**src/rtl/bitrev_reorder.sv**
```systemverilog
// bitrev_reorder: ping-pong buffer that turns a bit-reversed FFT output stream
// into gap-free natural-order frames.
module bitrev_reorder #(
  parameter int N = 32,
  parameter int LOG2N = 5,
  parameter int WIDTH = 16
) (
  input  logic             clk,
  input  logic             rst,
  input  logic             in_valid,
  input  logic [WIDTH-1:0] in_r,
  input  logic [WIDTH-1:0] in_i,
  output logic             out_valid,
  output logic [WIDTH-1:0] out_r,
  output logic [WIDTH-1:0] out_i,
  output logic [LOG2N-1:0] out_index,
  output logic             out_last
);
  typedef enum logic {IDLE, READ} state_t;
  state_t state;
  logic [2*WIDTH-1:0] mem [2*N];
  logic [LOG2N-1:0] wr_cnt, rd_cnt, wr_rev;
  logic wr_bank, rd_bank, launch;
  genvar g;
  for (g = 0; g < LOG2N; g++) begin : g_rev
    assign wr_rev[g] = wr_cnt[LOG2N-1-g];
  end
  assign launch = in_valid && wr_cnt == LOG2N'(N-1);
  // Bank storage is deliberately left unreset; only the counters define frame validity.
  always_ff @(posedge clk)
    if (in_valid && !rst) mem[{wr_bank, wr_rev}] <= {in_r, in_i};
  always_ff @(posedge clk) begin
    if (rst) begin
      wr_cnt <= '0;
      wr_bank <= 1'b0;
      rd_cnt <= '0;
      rd_bank <= 1'b0;
      state <= IDLE;
      out_valid <= 1'b0;
      {out_r, out_i} <= '0;
      out_index <= '0;
      out_last <= 1'b0;
    end else begin
      if (in_valid) begin
        wr_cnt <= wr_cnt + 1'b1;
        if (launch) wr_bank <= ~wr_bank;
      end
      out_valid <= state == READ;
      {out_r, out_i} <= state == READ ? mem[{rd_bank, rd_cnt}] : '0;
      out_index <= state == READ ? rd_cnt : '0;
      out_last <= state == READ && rd_cnt == LOG2N'(N-1);
      if (launch) begin
        state <= READ;
        rd_cnt <= '0;
        rd_bank <= wr_bank;
      end else if (state == READ) begin
        rd_cnt <= rd_cnt + 1'b1;
        if (rd_cnt == LOG2N'(N-1)) state <= IDLE;
      end
    end
  end
endmodule
```
**config.mk**
```make
export PLATFORM = sky130hd
export DESIGN_NAME = bitrev_reorder
export DESIGN_NICKNAME = d
export VERILOG_FILES = /design/src/rtl/bitrev_reorder.sv
export SDC_FILE = /design/constraint.sdc
export NUM_CORES = 2
export LEC_CHECK = 0
export CAP_MARGIN = 25
export CELL_PAD_IN_SITES_DETAIL_PLACEMENT = 1
export CELL_PAD_IN_SITES_GLOBAL_PLACEMENT = 1
export CORE_ASPECT_RATIO = 0.9
export CORE_MARGIN = 2
export CORE_UTILIZATION = 51
export DETAILED_ROUTE_END_ITERATION = 7
export DONT_BUFFER_PORTS = 1
export GPL_TIMING_DRIVEN = 0
export HOLD_SLACK_MARGIN = 0.08
export PLACE_DENSITY_LB_ADDON = 0.1
export RECOVER_POWER = 50
export SYNTH_ARGS = -nofsm -noshare
export SYNTH_HDL_FRONTEND = slang
export SYNTH_SLANG_ARGS = --single-unit
```
**constraint.sdc**
```tcl
create_clock -name clk -period 4.2 [get_ports clk]
set_clock_uncertainty 0.1 [all_clocks]
set_input_delay 0.21 -clock clk [delete_from_list [all_inputs] [get_ports clk]]
set_output_delay 0.21 -clock clk [all_outputs]
set_load 0.005 [all_outputs]
```
# Word-level counts from Yosys, hierarchy flattened
# Memory sizes are Yosys's and may differ from the RTL's. A register that Yosys moved wholly into a read port is not among the register bits.
# Cells that the tools add are included.
[totals] reg_bits=20 ram_bits=2048 in_bits=35 output_inout_bits=39 wordCells=27 memories=1
[op_classes] n_addsub=2 n_eq_ne=2 n_mux=5 bitwise=2 reduce_logical=7
[memory_table] memory="mem" depth=64 word_bits=32 read_ports=1 rd_ports_with_merged_regs=1 wr=1 line_no="21" text="logic [2*WIDTH-1:0] mem [2*N];"
[ops] cell="adder 5 x 1 -> 5 bit, second input constant" count=2
[ops] cell="== test 5 bit, second input constant" count=2
[ops] cell="2-to-1 mux 1 bit" count=5
[ops] cell="OR reduction 2 bit" count=2
[ops] cell="logical AND 1 bit" count=3
[ops] cell="NOT 1 bit" count=2
[ops] cell="AND reduction 2 bit" count=1
[ops] cell="zero test 1 bit" count=1

# Longest topological paths before layout
[logic_depth] word_depth=4 depth_mapped=10 mapped_depth_nobuf=8

# Worst setup path after synthesis
# OpenSTA, ideal clock, no wires.
[synth_timing] path_kind="register to register" startpoint="register wr_cnt[0]" endpoint="memory mem[48][0] (netlist bit) (enable)" setup_time_ns=0.501 arrival_time_ns=4.008 required_time_ns=3.599 setup_slack_ns=-0.410 stages_incl_launch_ff=5 n_path_buf=1 synth_period_minus_slack_ns=4.610 path_cell_list="dfxtp_1 > clkbuf_1 > nor2b_1 > nand3_1 > nor4_1"
[synth_lines] item="from (decl)" line_no="22" text="logic [LOG2N-1:0] wr_cnt, rd_cnt, wr_rev;"
[synth_lines] item="from (signal assigned)" line_no="45" text="wr_cnt <= wr_cnt + 1'b1;"
[synth_lines] item="to (decl)" line_no="21"
# No word-level cell before the write port.

==> results_dict.tcl <==
set metrics [dict create \
    synth.distinct_cells 47 \
    ir_drop_mv 0.4344 \
    cts-buffers-inserted 203 \
    critPathLaunchType "register" \
    fin_crit_sh_pct 100.9 \
    initial_utilization_pct 51.46 \
    die_area_mm2 0.1599 \
    status "finished, violations left" \
    tightest_slew_ns 3.625 \
    drtPass1Iterations 5 \
    chipWidth_um 421.3 \
    vias 42680 \
    place_congestion 0.8533 \
    hp-class "primary input to register" \
    synth-edff-count 2048 \
    grtUsageTotal_pct 33.61 \
    synth.most_common_cell "edfxtp_1" \
    hold-path-cell-count 3 \
    synthesis.area_mm2 0.07991 \
    dp_cells 5818 \
    rows 137 \
    cts_tree "done" \
    wl_um 266800 \
    ys_warn_count 0 \
    ys_async_sr_fraction_pct 0 \
    layout_setup_ws_ns -0.03716 \
    synth_top_area_cell "edfxtp_1" \
    dieHeight_um 379.5 \
    reg2reg_slack_ns -0.04 \
    violations "capacitance limit, slew limit, setup timing" \
    grt_pass1_wl_um 364400 \
    drv_cap 32 \
    p_per_area_mw_per_mm2 446.4 \
    critPathKind "register to register" \
    whs_ns 0.3936 \
    grt_start_max_net_pins 65 \
    synth.top_cells.by_count "edfxtp_1 (2048), mux4_2 (521), nand2_1 (181)" \
    area_growth_pct 16.58 \
    avgSynthCellArea_um2 22.39 \
    fmax_mhz 236.0 \
    slew_headroom_pct -141.7 \
    pre_cts_ws_ns -0.2377 \
    core_mm2 0.1553 \
    ctsLongestPathBuffers 3 \
    clk_pin_slew_ns 0.06 \
    cts_sinks 2100 \
    grt_remaining_overflow 0 \
    hold_viol 0 \
    rsz0062_at_grt "false" \
    ys_ff_latch 2100 \
    ant_nets 0 \
    insertion_delay_ns 0.84 \
    worstPathArrival_ns 4.79 \
    drc_errors 0 \
    yosys-top-cells-area "edfxtp_1 (77%), mux4_2 (15%), mux2i_1 (1.6%)" \
    h-tree-depth 4 \
    min_period_ns 4.237 \
    route.detailed.wl_per_inst_um 42.64 \
    grt_antenna_before_repair 11 \
    ys_seq_area_share_pct 78.26 \
    nets 4041 \
    reg2reg_depth 8 \
    initialDrtViolationCount 6348 \
    setup_viol 3 \
    required_ns 4.75 \
    yosysTopAreaCellShare_pct 76.96 \
    detailed_place_hpwl_um 179600 \
    finalNonFillerCells 6256 \
    place.port_buffers 0 \
    crit_path_max_fanout 10 \
    cellLeakagePower_nw 28.63 \
    cts-root-buf "clkbuf_16" \
    synth_cells 3569 \
    drv_slew 2080 \
    end_kind "register" \
    grt_pass1_vias 43090 \
    layout-drive-gt1-share_pct 27.27 \
    post_cts_buffers 0 \
    synth_fp_nets 3608 \
    viasPerCell 6.822 \
    ios 74 \
    ys.flop_type "edfxtp_1" \
]
==> worst max-delay path, cell delays in order, from the launching register on <==
cell and delay [ns]:
dfxtp_1 0.31, clkbuf_1 0.41, clkbuf_1 0.51, clkbuf_1 0.72
buf_6 0.26, clkbuf_1 0.78, nand3_1 0.20, a21oi_1 0.47
nor3_1 0.25
==> per-layer routing <==
| metal | global-route usage [%] | vias to the layer above | share of wire, % |
|---|---|---|---|
| met5 | 0 | - | 0.010 |
| met4 | 14.12 | 4 | 5.1 |
| met3 | 7.207 | 628 | 11 |
| met2 | 51.78 | 2919 | 46 |
| met1 | 47.14 | 23180 | 38 |
| li1 | - | 15950 | - |
==> path summary, 6_finish.rpt <==
| check | startpoint | to |
|---|---|---|
| setup / recovery | rd_cnt[3] | out_i[0] |
| hold / removal | rst | mem[9][26] |
| setup reg to reg | rd_cnt[3] | out_i[0] |
| hold reg to reg | wr_cnt[1] | wr_cnt[1] |
==> metrics by stage <==
step	power (W)	TNS, ns	cell area (um^2)	util, %
after CTS	0.04173	0	93900	60.46
after floorplan	0.02356	0	79920	-
after global placement	0.02360	-3456.52	82530	53.14
final	0.04159	-0.09016	93160	59.99
after global routing	0.04246	0	93160	59.99
after detailed placement	0.02364	-0.4090	86260	55.54
==> area by class of cell <==
cell class	count	area (um^2)
Tap cell	2085	2609
Buffer	196	1077
Fill cell	12750	62140
Clock buffer	265	5509
Clock inverter	107	912.1
Multi-Input combinational cell	1264	16760
Sequential cell	2100	62540
Inverter	5	18.77
Timing Repair Buffer	232	3727
Antenna cell	2	5.005
==> what timing repair did <==
action	4_1_cts	5_1_grt
setup endpoints to repair	5	3
hold buffers	67	0
hold endpoints to repair	2078	0
resized for setup	0	1
==> cells in the final DEF, fill, tap and decap left out, types with 9 or more instances in the layout <==
| cell type | netlist | layout |
|---|---|---|
| dfxtp_1 | 52 | 52 |
| clkbuf_8 | 0 | 9 |
| nor3_1 | 30 | 26 |
| a21oi_1 | 47 | 47 |
| clkbuf_16 | 0 | 208 |
| nand2b_1 | 13 | 13 |
| mux4_2 | 521 | 521 |
| bufinv_16 | 0 | 15 |
| mux2i_1 | 128 | 128 |
| clkinv_1 | 0 | 44 |
| o22ai_1 | 34 | 34 |
| clkinv_2 | 0 | 34 |
| nand2_1 | 181 | 181 |
| buf_12 | 0 | 61 |
| buf_4 | 33 | 36 |
| o21a_1 | 9 | 9 |
| buf_8 | 0 | 34 |
| buf_6 | 22 | 43 |
| clkbuf_1 | 80 | 157 |
| nor2_4 | 0 | 59 |
| o221ai_1 | 33 | 33 |
| o31ai_1 | 12 | 12 |
| a22oi_1 | 12 | 12 |
| buf_2 | 41 | 42 |
| dlygate4sd3_1 | 0 | 35 |
| a31oi_1 | 25 | 25 |
| buf_16 | 0 | 46 |
| edfxtp_1 | 2048 | 2048 |
| nand3_1 | 49 | 49 |
| nand4_1 | 12 | 12 |
| buf_1 | 24 | 22 |
| nor2_1 | 92 | 33 |
==> where the power goes <==
part | internal (W) | switching [W]
Sequential | 0.0231 | 0.00000934
Combinational | 0.0000879 | 0.000452
Clock | 0.0101 | 0.00786
==> flip-flops by register name (all words and copies together), names as in the netlist <==
| signal | count |
|---|---|
| state | 1 |
| out_r | 16 |
| rd_cnt | 5 |
| wr_cnt | 5 |
| out_valid | 1 |
| out_index | 5 |
| wr_bank | 1 |
| rd_bank | 1 |
| out_last | 1 |
| mem | 2048 |
| out_i | 16 |
==> logic make-up after synthesis <==
logic type	count (synthesis)	share of synthesized area (%)
AOI/OAI and AO/OA	201	1.724
and+or+nand+nor	400	2.159
DFF	2100	78.26
adders and majority gates	4	0.06263
xor gates and xnor gates	7	0.07672
muxes	652	16.33
buffers and inverters	205	1.389
Note: power is estimated with default switching activity, not from simulation.
